[config.mk]
export PLATFORM = sky130hd
export DESIGN_NAME = cp0_reg
export DESIGN_NICKNAME = d
export VERILOG_FILES = /design/src/rtl/cp0_reg.sv
export SDC_FILE = /design/constraint.sdc
export NUM_CORES = 1
export LEC_CHECK = 0
export ABC_AREA = 1
export CELL_PAD_IN_SITES_DETAIL_PLACEMENT = 0
export CELL_PAD_IN_SITES_GLOBAL_PLACEMENT = 1
export CORE_UTILIZATION = 27
export CTS_CLUSTER_DIAMETER = 50
export DETAILED_ROUTE_END_ITERATION = 8
export GPL_TIMING_DRIVEN = 0
export PLACE_DENSITY = 0.8
export SYNTH_ARGS = -nofsm -noshare
export SYNTH_HDL_FRONTEND = slang
export SYNTH_SLANG_ARGS = --single-unit
[constraint.sdc]
create_clock -name clk -period 2.2 [get_ports clk]
set_clock_uncertainty 0.2 [all_clocks]
set_input_delay 0.33 -clock clk [delete_from_list [all_inputs] [get_ports clk]]
set_output_delay 0.33 -clock clk [all_outputs]
set_load 0.01 [all_outputs]
[src/rtl/cp0_reg.sv]
// cp0_reg: MIPS CP0 register file in the memory stage.
//
// Holds BadVAddr, Count, Compare, Status, Cause and EPC. It takes the exception
// unit's result (except_type_i, pc_i, is_in_delayslot_i, badvaddr_i) and feeds
// the registered Status/Cause/EPC values back to it.
// It also handles mtc0/mfc0 access, the Count/Compare timer interrupt, and
// sampling of the external interrupt lines into Cause.IP[7:2].
//
// Ports:
//   clk, rst            clock, synchronous active-high reset
//   we_i/waddr_i/wdata_i  mtc0 write port
//   raddr_i/rdata_o     mfc0 read port (combinational)
//   ext_int_i           hardware interrupt lines
//   except_type_i, pc_i, is_in_delayslot_i, badvaddr_i  exception inputs
//   status_o, cause_o, epc_o, count_o, compare_o, badvaddr_o  register values
//   timer_int_o         timer interrupt, equal to cause_o[30]
//
// Optional feature: define CP0_WRITE_BYPASS_EN to forward a same-cycle mtc0
// value to rdata_o. When the macro is undefined, mfc0 reads the current
// register contents.
module cp0_reg #(
    parameter logic [31:0] PRID         = 32'h0000_4220,
    parameter logic [31:0] STATUS_RST   = 32'h0040_0000,
    parameter logic [31:0] STATUS_WMASK = 32'h0000_ff03,
    parameter logic [31:0] CAUSE_WMASK  = 32'h0000_0300
) (
    input  logic        clk,
    input  logic        rst,
    input  logic        we_i,
    input  logic [4:0]  waddr_i,
    input  logic [31:0] wdata_i,
    input  logic [4:0]  raddr_i,
    output logic [31:0] rdata_o,
    input  logic [5:0]  ext_int_i,
    input  logic [31:0] except_type_i,
    input  logic [31:0] pc_i,
    input  logic        is_in_delayslot_i,
    input  logic [31:0] badvaddr_i,
    output logic [31:0] status_o,
    output logic [31:0] cause_o,
    output logic [31:0] epc_o,
    output logic [31:0] count_o,
    output logic [31:0] compare_o,
    output logic [31:0] badvaddr_o,
    output logic        timer_int_o
);

    localparam logic [4:0] RegBadVAddr = 5'd8;
    localparam logic [4:0] RegCount    = 5'd9;
    localparam logic [4:0] RegCompare  = 5'd11;
    localparam logic [4:0] RegStatus   = 5'd12;
    localparam logic [4:0] RegCause    = 5'd13;
    localparam logic [4:0] RegEpc      = 5'd14;
    localparam logic [4:0] RegPrid     = 5'd15;
    localparam logic [4:0] RegConfig   = 5'd16;

    logic [31:0] status_q, status_d;
    logic [31:0] cause_q, cause_d;
    logic [31:0] epc_q, epc_d;
    logic [31:0] count_q, count_d;
    logic [31:0] compare_q, compare_d;
    logic [31:0] badvaddr_q, badvaddr_d;
    logic        tick_q;

    logic exc, eret;
    logic wr_count, wr_compare, wr_status, wr_cause, wr_epc;
    logic [31:0] status_wval, cause_wval;

    assign exc  = (except_type_i != 32'h0);
    assign eret = (except_type_i == 32'h0000_000e);

    // Count/Compare writes survive an exception. Status/Cause/EPC writes do not.
    assign wr_count   = we_i && (waddr_i == RegCount);
    assign wr_compare = we_i && (waddr_i == RegCompare);
    assign wr_status  = we_i && (waddr_i == RegStatus) && !exc;
    assign wr_cause   = we_i && (waddr_i == RegCause) && !exc;
    assign wr_epc     = we_i && (waddr_i == RegEpc) && !exc;

    assign status_wval = (status_q & ~STATUS_WMASK) | (wdata_i & STATUS_WMASK);
    assign cause_wval  = (cause_q & ~CAUSE_WMASK) | (wdata_i & CAUSE_WMASK);

    always_comb begin
        count_d    = count_q;
        compare_d  = compare_q;
        status_d   = status_q;
        cause_d    = cause_q;
        epc_d      = epc_q;
        badvaddr_d = badvaddr_q;

        if (wr_count)       count_d = wdata_i;
        else if (tick_q)    count_d = count_q + 32'd1;

        if (wr_compare)     compare_d = wdata_i;
        if (wr_status)      status_d  = status_wval;
        if (wr_cause)       cause_d   = cause_wval;
        if (wr_epc)         epc_d     = wdata_i;

        cause_d[15:10] = ext_int_i;

        // Compare against the next Count so TI rises on the edge Count reaches Compare.
        if (count_d == compare_q && compare_q != 32'h0) cause_d[30] = 1'b1;
        if (wr_compare) cause_d[30] = 1'b0;

        if (exc) begin
            if (eret) begin
                status_d[1] = 1'b0;
            end else begin
                if (!status_q[1]) begin
                    epc_d       = is_in_delayslot_i ? (pc_i - 32'd4) : pc_i;
                    cause_d[31] = is_in_delayslot_i;
                end
                status_d[1] = 1'b1;
                case (except_type_i)
                    32'h01:  cause_d[6:2] = 5'h00;
                    32'h04, 32'h05, 32'h08, 32'h09, 32'h0a, 32'h0c, 32'h0d:
                        cause_d[6:2] = except_type_i[4:0];
                    default: ;
                endcase
                if (except_type_i == 32'h04 || except_type_i == 32'h05) badvaddr_d = badvaddr_i;
            end
        end
    end

    always_ff @(posedge clk) begin
        if (rst) begin
            tick_q     <= 1'b0;
            count_q    <= 32'h0;
            compare_q  <= 32'h0;
            status_q   <= STATUS_RST;
            cause_q    <= 32'h0;
            epc_q      <= 32'h0;
            badvaddr_q <= 32'h0;
        end else begin
            tick_q     <= ~tick_q;
            count_q    <= count_d;
            compare_q  <= compare_d;
            status_q   <= status_d;
            cause_q    <= cause_d;
            epc_q      <= epc_d;
            badvaddr_q <= badvaddr_d;
        end
    end

    always_comb begin
        rdata_o = 32'h0;
        unique case (raddr_i)
            RegBadVAddr: rdata_o = badvaddr_q;
            RegCount:    rdata_o = count_q;
            RegCompare:  rdata_o = compare_q;
            RegStatus:   rdata_o = status_q;
            RegCause:    rdata_o = cause_q;
            RegEpc:      rdata_o = epc_q;
            RegPrid:     rdata_o = PRID;
            RegConfig:   rdata_o = 32'h8000_0000;
            default:     rdata_o = 32'h0;
        endcase
`ifdef CP0_WRITE_BYPASS_EN
        if (we_i && !exc && (waddr_i == raddr_i)) begin
            case (waddr_i)
                RegCount:   rdata_o = wdata_i;
                RegCompare: rdata_o = wdata_i;
                RegStatus:  rdata_o = status_wval;
                RegCause:   rdata_o = cause_wval;
                RegEpc:     rdata_o = wdata_i;
                default:    ;
            endcase
        end
`endif
    end

    assign status_o    = status_q;
    assign cause_o     = cause_q;
    assign epc_o       = epc_q;
    assign count_o     = count_q;
    assign compare_o   = compare_q;
    assign badvaddr_o  = badvaddr_q;
    assign timer_int_o = cause_q[30];

endmodule

==> impl_summary.txt <==
----------------------------------------------------
[Clocking]
  Clock tree from TritonCTS ... yes
  CTS H-Tree Depth ... 4
  Root buf cell ... clkbuf_16
  Total of hold buffers inserted after clock tree synthesis ... 0
  Sink count of the clock tree ... 154
  Worst skew pair latency ... 440 ps
  CTS max path bufs ... 2
  Clock-pin slew on the worst setup and hold paths ... 70 ps
  Clock buffer count from CTS ... 17

[Setup path]
  Buffering stage count on the worst path with inverters included ... 2
  Cell depth of the worst setup path ... 17
  Type of element capturing the critical path ... flop
  Required time of the worst setup path ... 2370 ps
  Gate family responsible for the most delay along the worst path ... simple AND/OR/NAND/NOR gates
  Worst endpoint data arrival time ... 2480 ps
  Cell breakdown of the critical path ... clkinvlp_4 > nor2_8 > nand2_8 > nor2_4 > buf_4 > nand2_1 > nand3_1 > nand2_1 > nand2_1 > nand2_1 > nor2_1 > nand3_2 > nor2_4 > nand2_1 > nor2_2 > nand2_2 > a21oi_2
  Largest fanout on the critical path ... 4
  Most common cell on crit path ... nand2_1
  FF-to-FF path depth ... 17
  Kind of critical path ... reg -> reg
  Startpoint kind of the worst setup timing path ... flop
  Critical Path Max Stage Delay ... 390 ps
  Cell with the biggest individual delay on the critical path ... dfxtp_4

[Yosys]
  Post-synth EDFFs ... 0
  Proportion of synthesized area in mux cells ... 0.104%
  Cell with the most instances after synthesis ... nand2_1
  Share of the synthesized area in compound gates (AO/OA/AOI/OAI) ... 16.6%
  Synthesis-stage register bit count ... 154
  Largest family of logic cells by synthesized area ... simple AND/OR/NAND/NOR gates
  Number of distinct library cells after synthesis ... 48
  Largest area contributor in the synthesized netlist ... dfxtp_1
  Post-synthesis adder-cell area fraction ... 0.261%
  Post-synth ARST share ... 0%
  Netlist Area Pre-Place ... 9600 um2
  Top area cells in the synthesized netlist ... dfxtp_1 32%, nand2_1 13%, nor2_1 10%
  Post-synth top flop ... dfxtp_1
  Leading post-synthesis cells by instance count ... 342 x nand2_1, 264 x nor2_1, 154 x dfxtp_1, 145 x inv_1, 135 x o21ai_0
  Synth Instances ... 1,528
  Area fraction in and, or, nand and nor cells after synthesis ... 36.2%
  Share of the synthesized netlist area taken by xor and xnor gates ... 2.65%
  Sequential share of the synthesized area ... 32.1%
  Yosys warning count ... 0
  Top cell type's share of synthesized area ... 32.1%
  Post-Synthesis Mean Instance Area ... 6.28 um2

[Route]
  Number of search-and-repair iterations in the first detailed-routing pass ... 7
  Post-route ant nets ... 0
  Number of violations reported at the end of detailed-routing iteration 0 ... 1,152
  Via count ... 12,300
  Average detailed-routed wire length per instance ... 21.1 um
  Via/cell ratio ... 4.99
  Drt total wl ... 51.8 mm
  Final routed DRC violation total ... 0

[STA]
  Transition at the pin with the smallest max-transition slack ... 778 ps
  Final setup vio count ... 4
  Setup Total Neg Slack ... -126 ps
  Maximum frequency from static timing analysis ... 0.432 GHz
  Worst Setup Slack, final ... -113 ps
  Time the worst path needs with I/O delays and setup ... 2310 ps
  Fin. max-slew vios ... 0
  Worst slew slack as a fraction of its limit ... 48.1%
  Crit share post-route ... 105%
  Unrepaired setup endpoints after global routing ... yes
  Number of failing hold endpoints at the final stage ... 0

[Power and ir drop]
  P_leak ... 0.00662 uW
  Peak VDD IR ... 416 uV
  Areal power density over the cells ... 464 nW/um2

[Run status]
  Outcome ... complete, but fails checks
  Violated checks ... negative setup slack

[Finish]
  Multi-input logic area ... 6300 um2
  Net count, final ... 2,139
  Layout filler cell count ... 3,565
  Layout cell share with drive strength beyond 1 ... 21.8%
  Footprint of the flip-flops and latches ... 3150 um2
  Final non-filler cell total ... 2,457
  Final antenna diode count ... 0
  Area growth, synth to finish ... 66.0%

[Floorplanning]
  Core outline area ... 34,800 um2
  Die ar. ... 36,300 um2
  Horizontal die dimension ... 191 um
  Std cell rows ... 68
  Initial standard-cell utilization of the core ... 27.6%
  Die Y-Extent ... 191 um
  I/O pin cnt ... 373

[Hold path]
  Hold path cells ... 3
  Type of the worst min-delay path ... in -> reg

[Global routing]
  All-Layer GR Usage ... 27.9%
  Via count of the first global-routing pass ... 11,500
  Wire length of the first global-routing pass ... 73.9 mm
  Initial antenna violation count ... 3
  Maximum number of pins on one net before global-route repair ... 17
  Remaining global-route overflow ... 0

[Placed design]
  Final estimated routing congestion in global placement ... 0.926
  Post-Place Cells ... 2,352
  HPWL reported at the end of detailed placement ... 41.0 mm
  Port bufs ... 332

[Job]
  # Max-Cap Violations ... 0

----------------------------------------------------
## layout by cell type, fill, tap and decap left out, types with 29 or more instances in the layout
master and n:
inv_1 127, o21ai_0 117, buf_4 98, nor2_1 224
conb_1 39, nand2_1 313, dfxtp_1 124, clkdlybuf4s50_1 264
nand3_1 96, nand2_2 29, a21oi_1 68
## layout make-up
class,instances,share of cell area [%]
Multi-Input combinational cell,1158,39.6
Timing Repair Buffer,404,24.2
Sequential cell,154,19.8
Buffer,104,5.37
Inverter,150,3.70
Tap cell,455,3.57
Clock buffer,18,2.76
Clock inverter,14,1.06
## routing by layer
metal  part of all wire (%)  vias to the layer above  routed length [um]  global-route usage (%)
met5                  0.089                        -                  46                       0
met4                    3.0                        6                1580                    10.1
met3                    7.6                       79                3940                    5.36
met2                     48                      543               24700                    46.4
met1                     42                     5737               21600                    35.5
li1                       -                     5888                   -                       -
## worst paths after layout
kind / start / end / slack [ps]
hold / removal: is_in_delayslot_i / cause_o[31] / 60
setup / recovery: count_o[0] / cause_o[30] / -110
setup reg to reg: count_o[0] / cause_o[30] / -110
hold reg to reg: cause_o[6] / cause_o[6] / 290
## metrics by stage
step           hold WS, ps  instance area, um2  total power [uW]  worst slack (ps)  util (%)
4_1_cts               56.5               15500              7350              -104      44.6
5_1_grt               69.2               15900              7630              -267      45.8
2_1_floorplan          237                9740              3470              36.2         -
6_report              59.3               15900              7390              -113      45.8
3_3_place_gp           271               13600              4140             -1730      39.2
3_5_place_dp           270               13600              4150             -1740      39.2
## power breakdown
| part | internal, uW | switching, uW |
|---|---|---|
| registers | 2850 | 89.6 |
| logic | 622 | 666 |
| clock network | 1820 | 1340 |
## logic make-up after synthesis
group	after synthesis
AO/OA/AOI/OAI	277
XOR/XNOR	29
other	2
multiplexers	1
flip-flops	154
buffers and inverters	254
AND/OR/NAND/NOR	809
adder cells (fa/ha/maj)	2
## state kept, by name (all words and copies together), names as in the netlist
signal and count:
badvaddr_o 32, cause_o 15, compare_o 32, count_o 32, epc_o 32, status_o 10, tick_q 1
## tightest hold or removal path: cells and delay by family
kind	cells	cell delay, ps
and+or+nand+nor	2	160
buffers and inverters	1	150
## timing repair
| item | CTS | global route |
|---|---|---|
| pin swaps | 62 | 60 |
| setup buffers | 45 | 20 |
| gates resized for setup | 370 | 167 |
| endpoints found under the setup margin | 139 | 133 |
| cloned | 7 | 2 |
(Power assumes the default switching activity.)
